## src/rtl/ps2_kbd_ctrl_if.sv

```systemverilog
// Bundles the scan-code byte stream and the two-register CPU bus of the PS/2 keyboard controller.
// The master side is the decoder/CPU; the slave side is the controller.
interface ps2_kbd_ctrl_if;
   logic       rx_valid;
   logic [7:0] rx_data;
   logic       cs;
   logic       we;
   logic       addr;
   logic [7:0] wdata;
   logic [7:0] rdata;
   logic       irq;

   modport master (
      output rx_valid, rx_data, cs, we, addr, wdata,
      input  rdata, irq
   );

   modport slave (
      input  rx_valid, rx_data, cs, we, addr, wdata,
      output rdata, irq
   );
endinterface

```

## src/rtl/ps2_kbd_ctrl.sv

```systemverilog
// Assembles PS/2 scan-code bytes into {ext, brk, code} events, queues them in a small FIFO
// and serves them to the CPU through DATA and STATUS/CTRL registers with a level interrupt.
module ps2_kbd_ctrl #(
   parameter int FIFO_DEPTH     = 4,
   parameter int TIMEOUT_CYCLES = 20000
) (
   input logic           clk,
   input logic           reset,
   ps2_kbd_ctrl_if.slave bus
);

   localparam int AW = $clog2(FIFO_DEPTH);
   localparam int WW = $clog2(TIMEOUT_CYCLES);

   typedef enum logic [1:0] {IDLE, EXT, BRK, EXT_BRK} state_t;

   state_t        state;
   logic [WW-1:0] wd_cnt;

   logic [9:0]    mem [FIFO_DEPTH];
   logic [AW:0]   wr_ptr;
   logic [AW:0]   rd_ptr;
   logic          overflow;
   logic          irq_en;

   logic          is_e0, is_f0, is_prefix;
   logic          wd_fire;
   logic          push_req;
   logic [9:0]    push_ev;
   logic          empty, full;
   logic [9:0]    head;
   logic          data_rd, stat_rd, ctrl_wr, flush;
   logic          pop, do_push, ovf_set;
   logic [7:0]    status;
   logic          ctrl_unused;

   assign is_e0     = (bus.rx_data == 8'hE0);
   assign is_f0     = (bus.rx_data == 8'hF0);
   assign is_prefix = is_e0 | is_f0;

   // rx_valid clears the watchdog, so a byte arriving on the expiry cycle is still decoded.
   assign wd_fire  = (state != IDLE) && !bus.rx_valid && (wd_cnt == WW'(TIMEOUT_CYCLES - 1));

   // Every non-prefix byte completes an event; the current state supplies the flags.
   assign push_req = bus.rx_valid && !is_prefix;
   assign push_ev  = {(state == EXT) || (state == EXT_BRK),
                      (state == BRK) || (state == EXT_BRK),
                      bus.rx_data};

   always_ff @(posedge clk or posedge reset) begin
      if (reset) begin
         state  <= IDLE;
         wd_cnt <= '0;
      end else if (bus.rx_valid) begin
         wd_cnt <= '0;
         case (state)
            IDLE: begin
               if (is_e0)
                  state <= EXT;
               else if (is_f0)
                  state <= BRK;
            end
            EXT: begin
               if (is_f0)
                  state <= EXT_BRK;
               else if (!is_e0)
                  state <= IDLE;
            end
            BRK, EXT_BRK: begin
               if (!is_prefix)
                  state <= IDLE;
            end
            default: state <= IDLE;
         endcase
      end else if (state == IDLE) begin
         wd_cnt <= '0;
      end else if (wd_fire) begin
         state  <= IDLE;
         wd_cnt <= '0;
      end else begin
         wd_cnt <= wd_cnt + 1'b1;
      end
   end

   assign empty = (wr_ptr == rd_ptr);
   assign full  = (wr_ptr[AW] != rd_ptr[AW]) && (wr_ptr[AW-1:0] == rd_ptr[AW-1:0]);
   assign head  = mem[rd_ptr[AW-1:0]];

   assign data_rd = bus.cs && !bus.we && !bus.addr;
   assign stat_rd = bus.cs && !bus.we &&  bus.addr;
   assign ctrl_wr = bus.cs &&  bus.we &&  bus.addr;
   assign flush   = ctrl_wr && bus.wdata[0];

   // A pop frees the head slot on the same edge, so a push into a full queue may reuse it.
   assign pop     = data_rd && !empty;
   assign do_push = push_req && !flush && (!full || pop);
   assign ovf_set = push_req && !flush && full && !pop;

   assign status  = {head[9] & ~empty, head[8] & ~empty, 3'b000, irq_en, overflow, ~empty};

   assign ctrl_unused = ^{bus.wdata[7:3], bus.wdata[1]};

   always_ff @(posedge clk) begin
      if (do_push)
         mem[wr_ptr[AW-1:0]] <= push_ev;
   end

   always_ff @(posedge clk or posedge reset) begin
      if (reset) begin
         wr_ptr    <= '0;
         rd_ptr    <= '0;
         overflow  <= 1'b0;
         irq_en    <= 1'b0;
         bus.irq   <= 1'b0;
         bus.rdata <= 8'h00;
      end else begin
         if (flush) begin
            wr_ptr <= '0;
            rd_ptr <= '0;
         end else begin
            if (do_push)
               wr_ptr <= wr_ptr + 1'b1;
            if (pop)
               rd_ptr <= rd_ptr + 1'b1;
         end

         if (ovf_set)
            overflow <= 1'b1;
         else if (stat_rd)
            overflow <= 1'b0;

         if (ctrl_wr)
            irq_en <= bus.wdata[2];

         bus.irq <= irq_en && !empty;

         if (data_rd)
            bus.rdata <= empty ? 8'h00 : head[7:0];
         else if (stat_rd)
            bus.rdata <= status;
      end
   end

endmodule

```

## src/flat_wrapper.sv

```systemverilog
// flat-port wrapper written by rule: the top's interface ports become plain ports
module ps2_kbd_ctrl_flat 
#(
   parameter int FIFO_DEPTH     = 4,
   parameter int TIMEOUT_CYCLES = 20000
)
  (clk, reset, bus_rx_valid, bus_rx_data, bus_cs, bus_we, bus_addr, bus_wdata, bus_rdata, bus_irq);
  ps2_kbd_ctrl_if bus_i ();
  input logic clk;
  input logic reset;
  input wire logic [$bits(bus_i.rx_valid)-1:0] bus_rx_valid;
  input wire logic [$bits(bus_i.rx_data)-1:0] bus_rx_data;
  input wire logic [$bits(bus_i.cs)-1:0] bus_cs;
  input wire logic [$bits(bus_i.we)-1:0] bus_we;
  input wire logic [$bits(bus_i.addr)-1:0] bus_addr;
  input wire logic [$bits(bus_i.wdata)-1:0] bus_wdata;
  output wire logic [$bits(bus_i.rdata)-1:0] bus_rdata;
  output wire logic [$bits(bus_i.irq)-1:0] bus_irq;
  assign bus_i.rx_valid = bus_rx_valid;
  assign bus_i.rx_data = bus_rx_data;
  assign bus_i.cs = bus_cs;
  assign bus_i.we = bus_we;
  assign bus_i.addr = bus_addr;
  assign bus_i.wdata = bus_wdata;
  assign bus_rdata = bus_i.rdata;
  assign bus_irq = bus_i.irq;
  ps2_kbd_ctrl #(.FIFO_DEPTH(FIFO_DEPTH), .TIMEOUT_CYCLES(TIMEOUT_CYCLES)) u_core (.clk(clk), .reset(reset), .bus(bus_i));
endmodule
```

## config.mk

```make
export PLATFORM = sky130hd
export DESIGN_NAME = ps2_kbd_ctrl_flat
export DESIGN_NICKNAME = d
export VERILOG_FILES = /design/src/rtl/ps2_kbd_ctrl_if.sv /design/src/rtl/ps2_kbd_ctrl.sv /design/src/flat_wrapper.sv
export SDC_FILE = /design/constraint.sdc
export NUM_CORES = 1
export LEC_CHECK = 0
export ABC_AREA = 1
export CORE_ASPECT_RATIO = 1.25
export CORE_MARGIN = 5
export CORE_UTILIZATION = 50
export CTS_CLUSTER_SIZE = 28
export DETAILED_ROUTE_END_ITERATION = 7
export PLACE_DENSITY = 0.71
export SYNTH_ARGS = -nofsm -noshare
export SYNTH_HDL_FRONTEND = slang
export SYNTH_SLANG_ARGS = --single-unit
```

## constraint.sdc

```tcl
create_clock -name clk -period 2.2 [get_ports clk]
set_input_delay 0.33 -clock clk [delete_from_list [all_inputs] [get_ports clk]]
set_output_delay 0.33 -clock clk [all_outputs]
set_load 0.01 [all_outputs]
```

==> results.md, run 1 <==
* Status: finished, final reports clean
* CP max FO at 8
* Area leader, netlist: edfxtp_1
* CP arrival at 1.92 ns
* Net switching fraction of the power at 0.341
* CTS Buf Count at 9
* Crit path time final at 1.88 ns
* Setup Buffers After CTS at 0
* Critical Path End Type: flop
* Via count at 2605
* CTS hold repair buffers at 0
* Inserted Diodes at 0
* Final Non-Filler Cells at 512
* Top-area cell type share of the netlist area at 0.342
* YS warnings at 0
* Net load switching power at 0.00149 W
* Slew HR at 0.688
* #FFs+latches synth at 74
* Peak Freq at 532 MHz
* Synthesized area at 3520 µm²
* Resized Gates After CTS at 0
* Post-Syn Instances at 362
* DRC viols at 0
* Drt total wl at 6.97 mm
* Number of flops mapped to enable cells by yosys at 40
* Wire per inst at 13.6 µm
* Max cap viols at 0
* Final instance area at 4220 µm²
* Largest net degree at the start of global routing at 35
* Fin. Hold Viols at 0
* CP required at 2.24 ns
* Int Power at 0.00287 W
* DRT Pass-1 Iters at 4
* Antenna violations before repair at 0
* Placeable Area at 6890 µm²
* Comb pwr share at 0.332
* Inst Count DP at 496
* Starting DRT DRC Count at 129
* Initial Util at 0.510
* Worst r2r src: u_core.wr_ptr[2]$_DFFE_PP0P_
* Critical path type: in -> reg
* Reg2reg end: u_core.mem[3][7]$_DFFE_PP_
* CP Launch Type: input pin
* DIE AREA at 8820 µm²
* Worst-Margin Slew at 0.468 ns
* Peak supply drop at 0.000489 V
* IO Port Bufs at 24
* PD cells at 1030 nW/µm²
* Placed Area at 4040 µm²
* Syn_area_per_cell at 9.72 µm²
* LEAKAGE at 1.80 nW
* Die H at 104 µm
* Async SR Flop Fraction at 0.459
* Fill count at 592
* Max clock buf depth at 2
* FF-to-FF path depth at 6
* First-pass GRT wire length at 11.8 mm
* Max Transition Viols Final at 0
* Sequential Power Share at 0.448
* Synth unique cells at 34
* Total power at 0.00435 W
* CTS clk-pin slew, worst paths at 0.08 ns
* Clk_skew at 0.0141 ns
* Area grow syn2layout at 20.1%
* CTS tree: done
* Final nets at 445
* Synth area leaders: edfxtp_1 (34%), dfrtp_1 (24%), nand2_1 (7.5%)
* Final GP Congestion at 0.837
* GRT Total Usage at 0.169
* Row Count at 34
* Flop-to-flop setup slack at 0.36 ns
* Worst hold path class: in -> async
* Final setup viols at 0
* Unrepaired setup endpoints after global routing: false
* Clock Power Share at 0.221
* Share of cells above drive strength 1 at 0.164
* Syn Nets at 390
* Root Buffer: clkbuf_8
* Post-DRT Antenna Nets at 0
* Vias in the first global route at 2503
* Die X at 85.0 µm
* Sink Count at 74
* Post-DP HPWL at 5.11 mm
* H-tree levels at 3
* Clk_lat worst skew at 0.35 ns
* Final period utilization at 0.854
* Seq/Total Area, Yosys at 0.583
* Fin Hold WS at 0.388 ns
* IO Count at 31
* Global route overflow at 0
* Post-DR vias/cell at 5.09
* Primary FF master, synth: edfxtp_1
## worst max path at each step
stage	to	slack, ns	start	cells after the start
2_1_floorplan	u_core.mem[0][0]$_DFFE_PP_	0.35	u_core.wr_ptr[2]$_DFFE_PP0P_	5
3_3_place_gp	u_core.mem[2][7]$_DFFE_PP_	-0.08	bus_rx_data[4]	9
3_5_place_dp	u_core.mem[3][7]$_DFFE_PP_	-0.03	bus_rx_data[4]	9
4_1_cts	u_core.mem[3][7]$_DFFE_PP_	0.34	u_core.wr_ptr[2]$_DFFE_PP0P_	6
5_1_grt	u_core.mem[3][7]$_DFFE_PP_	0.25	u_core.wr_ptr[2]$_DFFE_PP0P_	6
6_report	u_core.mem[3][7]$_DFFE_PP_	0.32	bus_rx_data[4]	9
## cell usage after synthesis (2+ instances only)
| library cell | n |
|---|---|
| nor3_2 | 8 |
| ha_1 | 6 |
| nand4_1 | 4 |
| inv_1 | 45 |
| dfrtp_1 | 34 |
| nor3_1 | 7 |
| nand2_1 | 70 |
| edfxtp_1 | 40 |
| o21ai_0 | 22 |
| nand3_1 | 25 |
| a32o_1 | 3 |
| xor2_1 | 3 |
| nand2_4 | 2 |
| o22ai_1 | 6 |
| a31oi_1 | 2 |
| nand3_2 | 3 |
| xnor2_1 | 2 |
| a21oi_1 | 10 |
| nor3_4 | 2 |
| o21ai_1 | 4 |
| clkbuf_1 | 4 |
| nor2_1 | 43 |
| buf_2 | 4 |
| nor2_2 | 2 |
| nand2_2 | 2 |
## layer usage
metal / global-route usage / vias up / share of wire
met3: 0.0453 / 15 / 0.052
met2: 0.294 / 68 / 0.53
li1: - / 1323 / -
met1: 0.193 / 1199 / 0.40
met5: 0 / - / 0
met4: 0.0701 / 0 / 0.024
## worst max-delay path, cell delays in order
cell             delay [ns]
clkdlybuf4s50_1        0.52
inv_1                  0.05
nand2_1                0.05
nor2_1                 0.06
o21ai_0                0.19
buf_4                  0.15
nand3_2                0.11
nor2_1                 0.21
buf_4                  0.23
## metrics by stage
| step | utilization | setup TNS [ns] | setup slack (ns) |
|---|---|---|---|
| final | 0.613 | 0 | 0.320 |
| after global routing | 0.613 | 0 | 0.254 |
| after CTS | 0.613 | 0 | 0.339 |
| after detailed placement | 0.586 | -0.302 | -0.0257 |
| after global placement | 0.586 | -1.07 | -0.0760 |
| after floorplan | - | 0 | 0.352 |
## layout by cell type (no fill, tap or decap), types with 2 or more instances in the layout
cell	netlist	routed
a31oi_1	2	2
dfrtp_1	34	34
a21oi_1	10	10
clkdlybuf4s50_1	0	24
ha_1	6	6
o21ai_0	22	22
nand2_1	70	70
nand2_2	2	2
clkinv_2	0	4
nand3_2	3	3
o21ai_1	4	4
buf_4	0	29
nor2_2	2	2
o22ai_1	6	6
edfxtp_1	40	40
a32o_1	3	3
nor3_1	7	7
xnor2_1	2	2
clkbuf_8	0	9
nand4_1	4	4
nor3_2	8	8
nor2_1	43	43
inv_1	45	45
nor3_4	2	2
nand2_4	2	2
nand3_1	25	25
xor2_1	3	3
## flip-flops by register name, summed over array words and instances, names as in the netlist
| register | cells |
|---|---|
| u_core.mem | 40 |
| u_core.wd_cnt | 15 |
| u_core.bus.rdata | 8 |
| u_core.rd_ptr | 3 |
| u_core.wr_ptr | 3 |
| u_core.state | 2 |
| u_core.bus.irq | 1 |
| u_core.irq_en | 1 |
| u_core.overflow | 1 |
## layout make-up
cell class,count,area [µm²],area share
sequential,74,2050,0.486
timing repair buffer,53,458,0.108
clock buffer,11,153,0.0361
inverter,46,173,0.0409
tap,90,113,0.0267
clock inverter,5,28.8,0.00681
multi-input combinational,233,1250,0.295
## power by group through the flow
stage / Sequential, W / Combinational [W] / Clock (W)
2_1_floorplan: 0.00197 / 0.000860 / 0
6_report: 0.00195 / 0.00144 / 0.000960
3_5_place_dp: 0.00197 / 0.00145 / 0
3_3_place_gp: 0.00196 / 0.00143 / 0
4_1_cts: 0.00195 / 0.00146 / 0.000985
5_1_grt: 0.00198 / 0.00162 / 0.00105
## cells by family (layout without fill, tap and decap cells)
group,after synthesis,after routing,share of synthesized area
simple gates,170,170,0.234
xor+xnor,5,5,0.0125
fa+ha+maj,6,6,0.0213
buf+inv,55,115,0.0623
mux,1,1,0.00320
flops,74,74,0.583
compound gates,51,51,0.0832
Note: power is estimated with default switching activity, not from simulation.
==> inputs of run 2 (changes only) <==
CORE_MARGIN = 2   (was 5)
TNS_END_PERCENT = 100   (was default)
==> results.md, run 2 (same netlist as run 1, synthesis figures left out) <==
* Status: finished, final reports clean
* Peak Freq at 524 MHz (-1.5%)
* Placeable Area at 6890 µm² (unchanged)
* Utilization after layout at 0.611 (-0.00127)
* Final period utilization at 0.867 (+0.0129)
* Max cap viols at 0 (unchanged)
* Sink Count at 74 (unchanged)
* Via count at 2599 (-0.23%)
* Clk_skew at 0.0165 ns (+0.00243 ns)
* CP required at 2.24 ns (about the same)
* Final setup viols at 0 (unchanged)
* Max reg flops at 40 (unchanged)
* CTS Buf Count at 9 (unchanged)
* Root Buffer: clkbuf_8
* Critical Path End Type: flop
* Net switching fraction of the power at 0.332 (-0.00946)
* CP Launch Type: input pin
* Vias in the first global route at 2669 (+6.6%)
* Comb pwr share at 0.312 (-0.020)
* Peak supply drop at 0.000547 V (+12%)
* Worst hold path class: in -> async
* CP max FO at 8 (unchanged)
* Area grow syn2layout at 19.8%
* CTS tree: done
* Die X at 79.0 µm (-7.1%)
* Drt total wl at 6.98 mm (+0.24%)
* LEAKAGE at 1.79 nW (-0.86%)
* Total power at 0.00448 W (+2.9%)
* Commonest cells after routing, fill and taps aside: nand2_1 (70), inv_1 (45), nor2_1 (43)
* CTS hold repair buffers at 0 (unchanged)
* GRT Total Usage at 0.201 (+0.0315)
* Final Non-Filler Cells at 507 (-0.98%)
* Worst-Margin Slew at 0.649 ns (+0.181 ns)
* Clock Power Share at 0.252 (+0.031)
* Row Count at 34 (unchanged)
* Fin. Hold Viols at 0 (unchanged)
* Resized Gates After CTS at 0 (unchanged)
* Initial Util at 0.510 (unchanged)
* Global route overflow at 0 (unchanged)
* Post-DRT Antenna Nets at 0 (unchanged)
* Final nets at 440 (-1.1%)
* Wire per inst at 13.8 µm (+1.2%)
* Unrepaired setup endpoints after global routing: false
* DRC viols at 0 (unchanged)
* IO Count at 31 (unchanged)
* Final WS setup at 0.292 ns (-0.0284 ns)
* Net load switching power at 0.00149 W (about the same)
* Clk_lat worst skew at 0.35 ns (about the same)
* Max clock buf depth at 2 (unchanged)
* Inst Count DP at 491 (-1.0%)
* Share of cells above drive strength 1 at 0.153 (-0.0100)
* Critical path type: in -> reg
* Die H at 97.8 µm (-5.8%)
* Crit path time final at 1.91 ns (+0.0284 ns)
* Inserted Diodes at 0 (unchanged)
* Int Power at 0.00299 W (+4.3%)
* Commonest non-fill, non-tap cell in the layout: nand2_1
* Post-DR vias/cell at 5.13 (+0.75%)
* CP arrival at 1.95 ns (+0.03 ns)
* DRT Pass-1 Iters at 4 (unchanged)
* H-tree levels at 3 (unchanged)
* Max Transition Viols Final at 0 (unchanged)
* First-pass GRT wire length at 11.9 mm (+0.83%)
* Sequential Power Share at 0.436 (-0.012)
* DIE AREA at 7730 µm² (-12%)
* Largest net degree at the start of global routing at 35 (unchanged)
* Pre-CTS WS at -0.0357 ns (-0.0101 ns)
* IO Port Bufs at 24 (unchanged)
* Setup Buffers After CTS at 0 (unchanged)
* PD cells at 1060 nW/µm² (+3.1%)
* Post-DP HPWL at 5.04 mm (-1.3%)
* Final GP Congestion at 0.795 (-4.9%)
* Starting DRT DRC Count at 173 (+34%)
* Slew HR at 0.567 (-0.121)
* Antenna violations before repair at 0 (unchanged)
* CTS clk-pin slew, worst paths at 0.08 ns (about the same)
-- run 2: cell count changes in the layout (fill, tap and decap cells not counted), sizes merged --
cell / previous run / this run
clkinv: 5 / 3
clkbuf: 11 / 10
clkinvlp: 0 / 1
bufinv: 0 / 2
buf: 29 / 24
-- run 2: critical path, cell delays in order --
cell,delay (ns)
clkdlybuf4s50_1,0.47
nand2_1,0.13
nor2_1,0.08
o21ai_0,0.19
buf_4,0.15
nand3_2,0.12
nor2_1,0.24
buf_4,0.24
-- run 2: power groups by stage --
stage                     Clock [W]  Combinational (W)  Sequential (W)
after global routing        0.00120            0.00159         0.00198
final                       0.00113            0.00140         0.00195
after detailed placement          0            0.00140         0.00198
after CTS                   0.00114            0.00141         0.00195
after global placement            0            0.00137         0.00196
after floorplan                   0           0.000860         0.00197
-- run 2: worst paths after layout --
kind,startpoint,to,slack [ns],cells after the start
min in group clk,u_core.wd_cnt[0]$_DFF_PP0_,u_core.wd_cnt[0]$_DFF_PP0_,0.48,1
setup / recovery,bus_rx_data[7],u_core.mem[3][7]$_DFFE_PP_,0.29,8
hold / removal,reset,u_core.bus.rdata[7]$_DFFE_PP0P_,0.37,3
setup reg to reg,u_core.wr_ptr[2]$_DFFE_PP0P_,u_core.mem[3][7]$_DFFE_PP_,0.31,6
hold reg to reg,u_core.wd_cnt[0]$_DFF_PP0_,u_core.wd_cnt[0]$_DFF_PP0_,0.48,1
max in group asynchronous,reset,u_core.wd_cnt[14]$_DFF_PP0_,1.50,3
-- run 2: per-stage QoR --
stage | hold slack [ns] | setup TNS (ns) | instance area, µm²
after floorplan | 0.429 | 0 | 3520
after global placement | 0.465 | -0.271 | 4000
after detailed placement | 0.465 | -0.281 | 4000
after CTS | 0.394 | 0 | 4210
after global routing | 0.458 | 0 | 4210
final | 0.374 | 0 | 4210
-- run 2: final cells by class --
type | count | area, µm²
Timing Repair Buffer | 48 | 420
Inverter | 46 | 173
Clock inverter | 6 | 82.6
Multi-Input combinational cell | 233 | 1250
Sequential cell | 74 | 2050
Fill cell | 599 | 2680
Tap cell | 90 | 113
Clock buffer | 10 | 128
-- run 2: routing by layer --
layer,GRT usage,wire length (µm)
met1,0.219,2780
met2,0.366,3770
met3,0.0370,286
met4,0.102,141
met5,0,0
==> inputs of run 3 (changes only) <==
GPL_ROUTABILITY_DRIVEN = 0   (was default)
RECOVER_POWER = 50   (was default)
SKIP_LAST_GASP = 1   (was default)
==> results.md, run 3 (same netlist as run 1, synthesis figures left out) <==
* Starting DRT DRC Count at 229 (+32%)
* Share of cells above drive strength 1 at 0.137 (-0.0168)
* Grt met1 use at 0.219 (unchanged)
* Inst Count DP at 491 (unchanged)
* Row Count at 34 (unchanged)
* IO Count at 31 (unchanged)
* Critical Path End Type: flop
* Wire per inst at 13.7 µm (-0.83%)
* Worst hold path class: reg -> reg
* Commonest non-fill, non-tap cell in the layout: nand2_1
* Unrepaired setup endpoints after global routing: false
* Grt met3 use at 0.0370 (unchanged)
* CP arrival at 2.02 ns (+0.07 ns)
* Die H at 97.8 µm (unchanged)
* Crit path cell chain: dlygate4sd3_1 > nand2_1 > nor2_1 > o21ai_0 > buf_4 > nand3_2 > nor2_1 > buf_4
* Placed Area at 4000 µm² (unchanged)
* Global route overflow at 0 (unchanged)
* Final period utilization at 0.898 (+0.0303)
* CP required at 2.24 ns (about the same)
* Final nets at 440 (unchanged)
* Max clock buf depth at 2 (unchanged)
* Inserted Diodes at 0 (unchanged)
* Area grow syn2layout at 19.0%
* DRT Pass-1 Iters at 4 (unchanged)
* Final Non-Filler Cells at 507 (unchanged)
* CTS tree: done
* Fin. Hold Viols at 0 (unchanged)
* Slowest Stage Delay on Critical Path at 0.56 ns (+0.09 ns)
* Max reg flops at 40 (unchanged)
* Post-DP HPWL at 5.04 mm (unchanged)
* Final instance area at 4190 µm² (-0.68%)
* CP max FO at 8 (unchanged)
* IO Port Bufs at 24 (unchanged)
* Setup Buffers After CTS at 0 (unchanged)
* CTS Buf Count at 9 (unchanged)
* Crit path time final at 1.97 ns (+0.0667 ns)
* PD cells at 1060 nW/µm² (about the same)
* H-tree levels at 3 (unchanged)
* Clk_lat worst skew at 0.35 ns (about the same)
* LEAKAGE at 1.77 nW (-1.1%)
* CTS clk-pin slew, worst paths at 0.07 ns (about the same)
* Placeable Area at 6890 µm² (unchanged)
* CP max-delay cell: dlygate4sd3_1
* Largest net degree at the start of global routing at 35 (unchanged)
* Post-DR vias/cell at 5.12 (about the same)
* Clk_skew at 0.0147 ns (-0.00181 ns)
* Max cap viols at 0 (unchanged)
* Post-DRT Antenna Nets at 0 (unchanged)
* Final setup viols at 0 (unchanged)
* Via count at 2598 (-0.038%)
* Vias in the first global route at 2669 (unchanged)
* Max Transition Viols Final at 0 (unchanged)
* Peak supply drop at 0.000540 V (-1.1%)
* Peak Freq at 506 MHz (-3.4%)
* Drt total wl at 6.92 mm (-0.83%)
* GRT Total Usage at 0.201 (unchanged)
* Root Buffer: clkbuf_8
* Slew HR at 0.427 (-0.140)
* DRC viols at 0 (unchanged)
* DIE AREA at 7730 µm² (unchanged)
* CTS hold repair buffers at 0 (unchanged)
* Commonest cells after routing, fill and taps aside: nand2_1 (70), inv_1 (45), nor2_1 (43)
* Resized Gates After CTS at 0 (unchanged)
* Top Usage Layer GRT: met2
* CP Launch Type: input pin
* Status: finished, final reports clean
* Worst-Margin Slew at 0.860 ns (+0.211 ns)
* Antenna violations before repair at 0 (unchanged)
* Die X at 79.0 µm (unchanged)
* Sink Count at 74 (unchanged)
* Initial Util at 0.510 (unchanged)
* Critical path type: in -> reg
* M2 GR Usage at 0.366 (unchanged)
* First-pass GRT wire length at 11.9 mm (unchanged)
-- run 3: cell types whose count changed in the layout (fill, tap and decap cells not counted) --
cell             delta
buf_4               -7
clkbuf_2            +1
a21oi_1             +1
dlygate4sd3_1       +9
a21oi_2             -1
clkbuf_1            +6
clkdlybuf4s50_1     -9
-- run 3: final cells by class --
type	count	area, µm²
sequential	74	2050
clock inverter	6	82.6
tap	90	113
multi-input combinational	233	1240
fill	604	2710
clock buffer	10	128
inverter	46	173
timing repair buffer	48	395
-- run 3: metrics by stage --
step | hold WS [ns] | total power, W | setup TNS, ns | setup slack (ns) | util
global placement | 0.465 | 0.00334 | -0.271 | -0.0344 | 0.581
finish | 0.482 | 0.00445 | 0 | 0.225 | 0.607
detailed placement | 0.465 | 0.00337 | -0.281 | -0.0357 | 0.581
floorplan | 0.429 | 0.00283 | 0 | 0.352 | -
CTS | 0.394 | 0.00450 | 0 | 0.311 | 0.611
global route | 0.506 | 0.00476 | 0 | 0.0914 | 0.607
-- run 3: report_power, final --
part	internal [W]	switching, W
registers	0.00178	0.000171
clock network	0.000633	0.000492
logic	0.000566	0.000807
total	0.00298	0.00147
-- run 3: path summary, 6_finish.rpt --
kind | from | endpoint | slack (ns) | cells past startpoint
max | bus_rx_data[6] | u_core.mem[3][7]$_DFFE_PP_ | 0.23 | 8
min | u_core.wd_cnt[0]$_DFF_PP0_ | u_core.wd_cnt[0]$_DFF_PP0_ | 0.48 | 1
max reg2reg | u_core.rd_ptr[0]$_DFFE_PP0P_ | u_core.mem[3][7]$_DFFE_PP_ | 0.29 | 6
min reg2reg | u_core.wd_cnt[0]$_DFF_PP0_ | u_core.wd_cnt[0]$_DFF_PP0_ | 0.48 | 1
max in group asynchronous | reset | u_core.wd_cnt[14]$_DFF_PP0_ | 0.98 | 3
min in group asynchronous | reset | u_core.bus.rdata[7]$_DFFE_PP0P_ | 0.67 | 3
-- run 3: routing by layer --
metal,vias up,wire length (µm)
met4,0,165
met1,1230,2810
li1,1304,-
met3,17,256
met5,-,0
met2,47,3700
-- run 3: critical path: cells and delay by family --
family,cells,cell delay (ns)
buf+inv,3,0.95
simple gates,4,0.54
compound gates,1,0.20
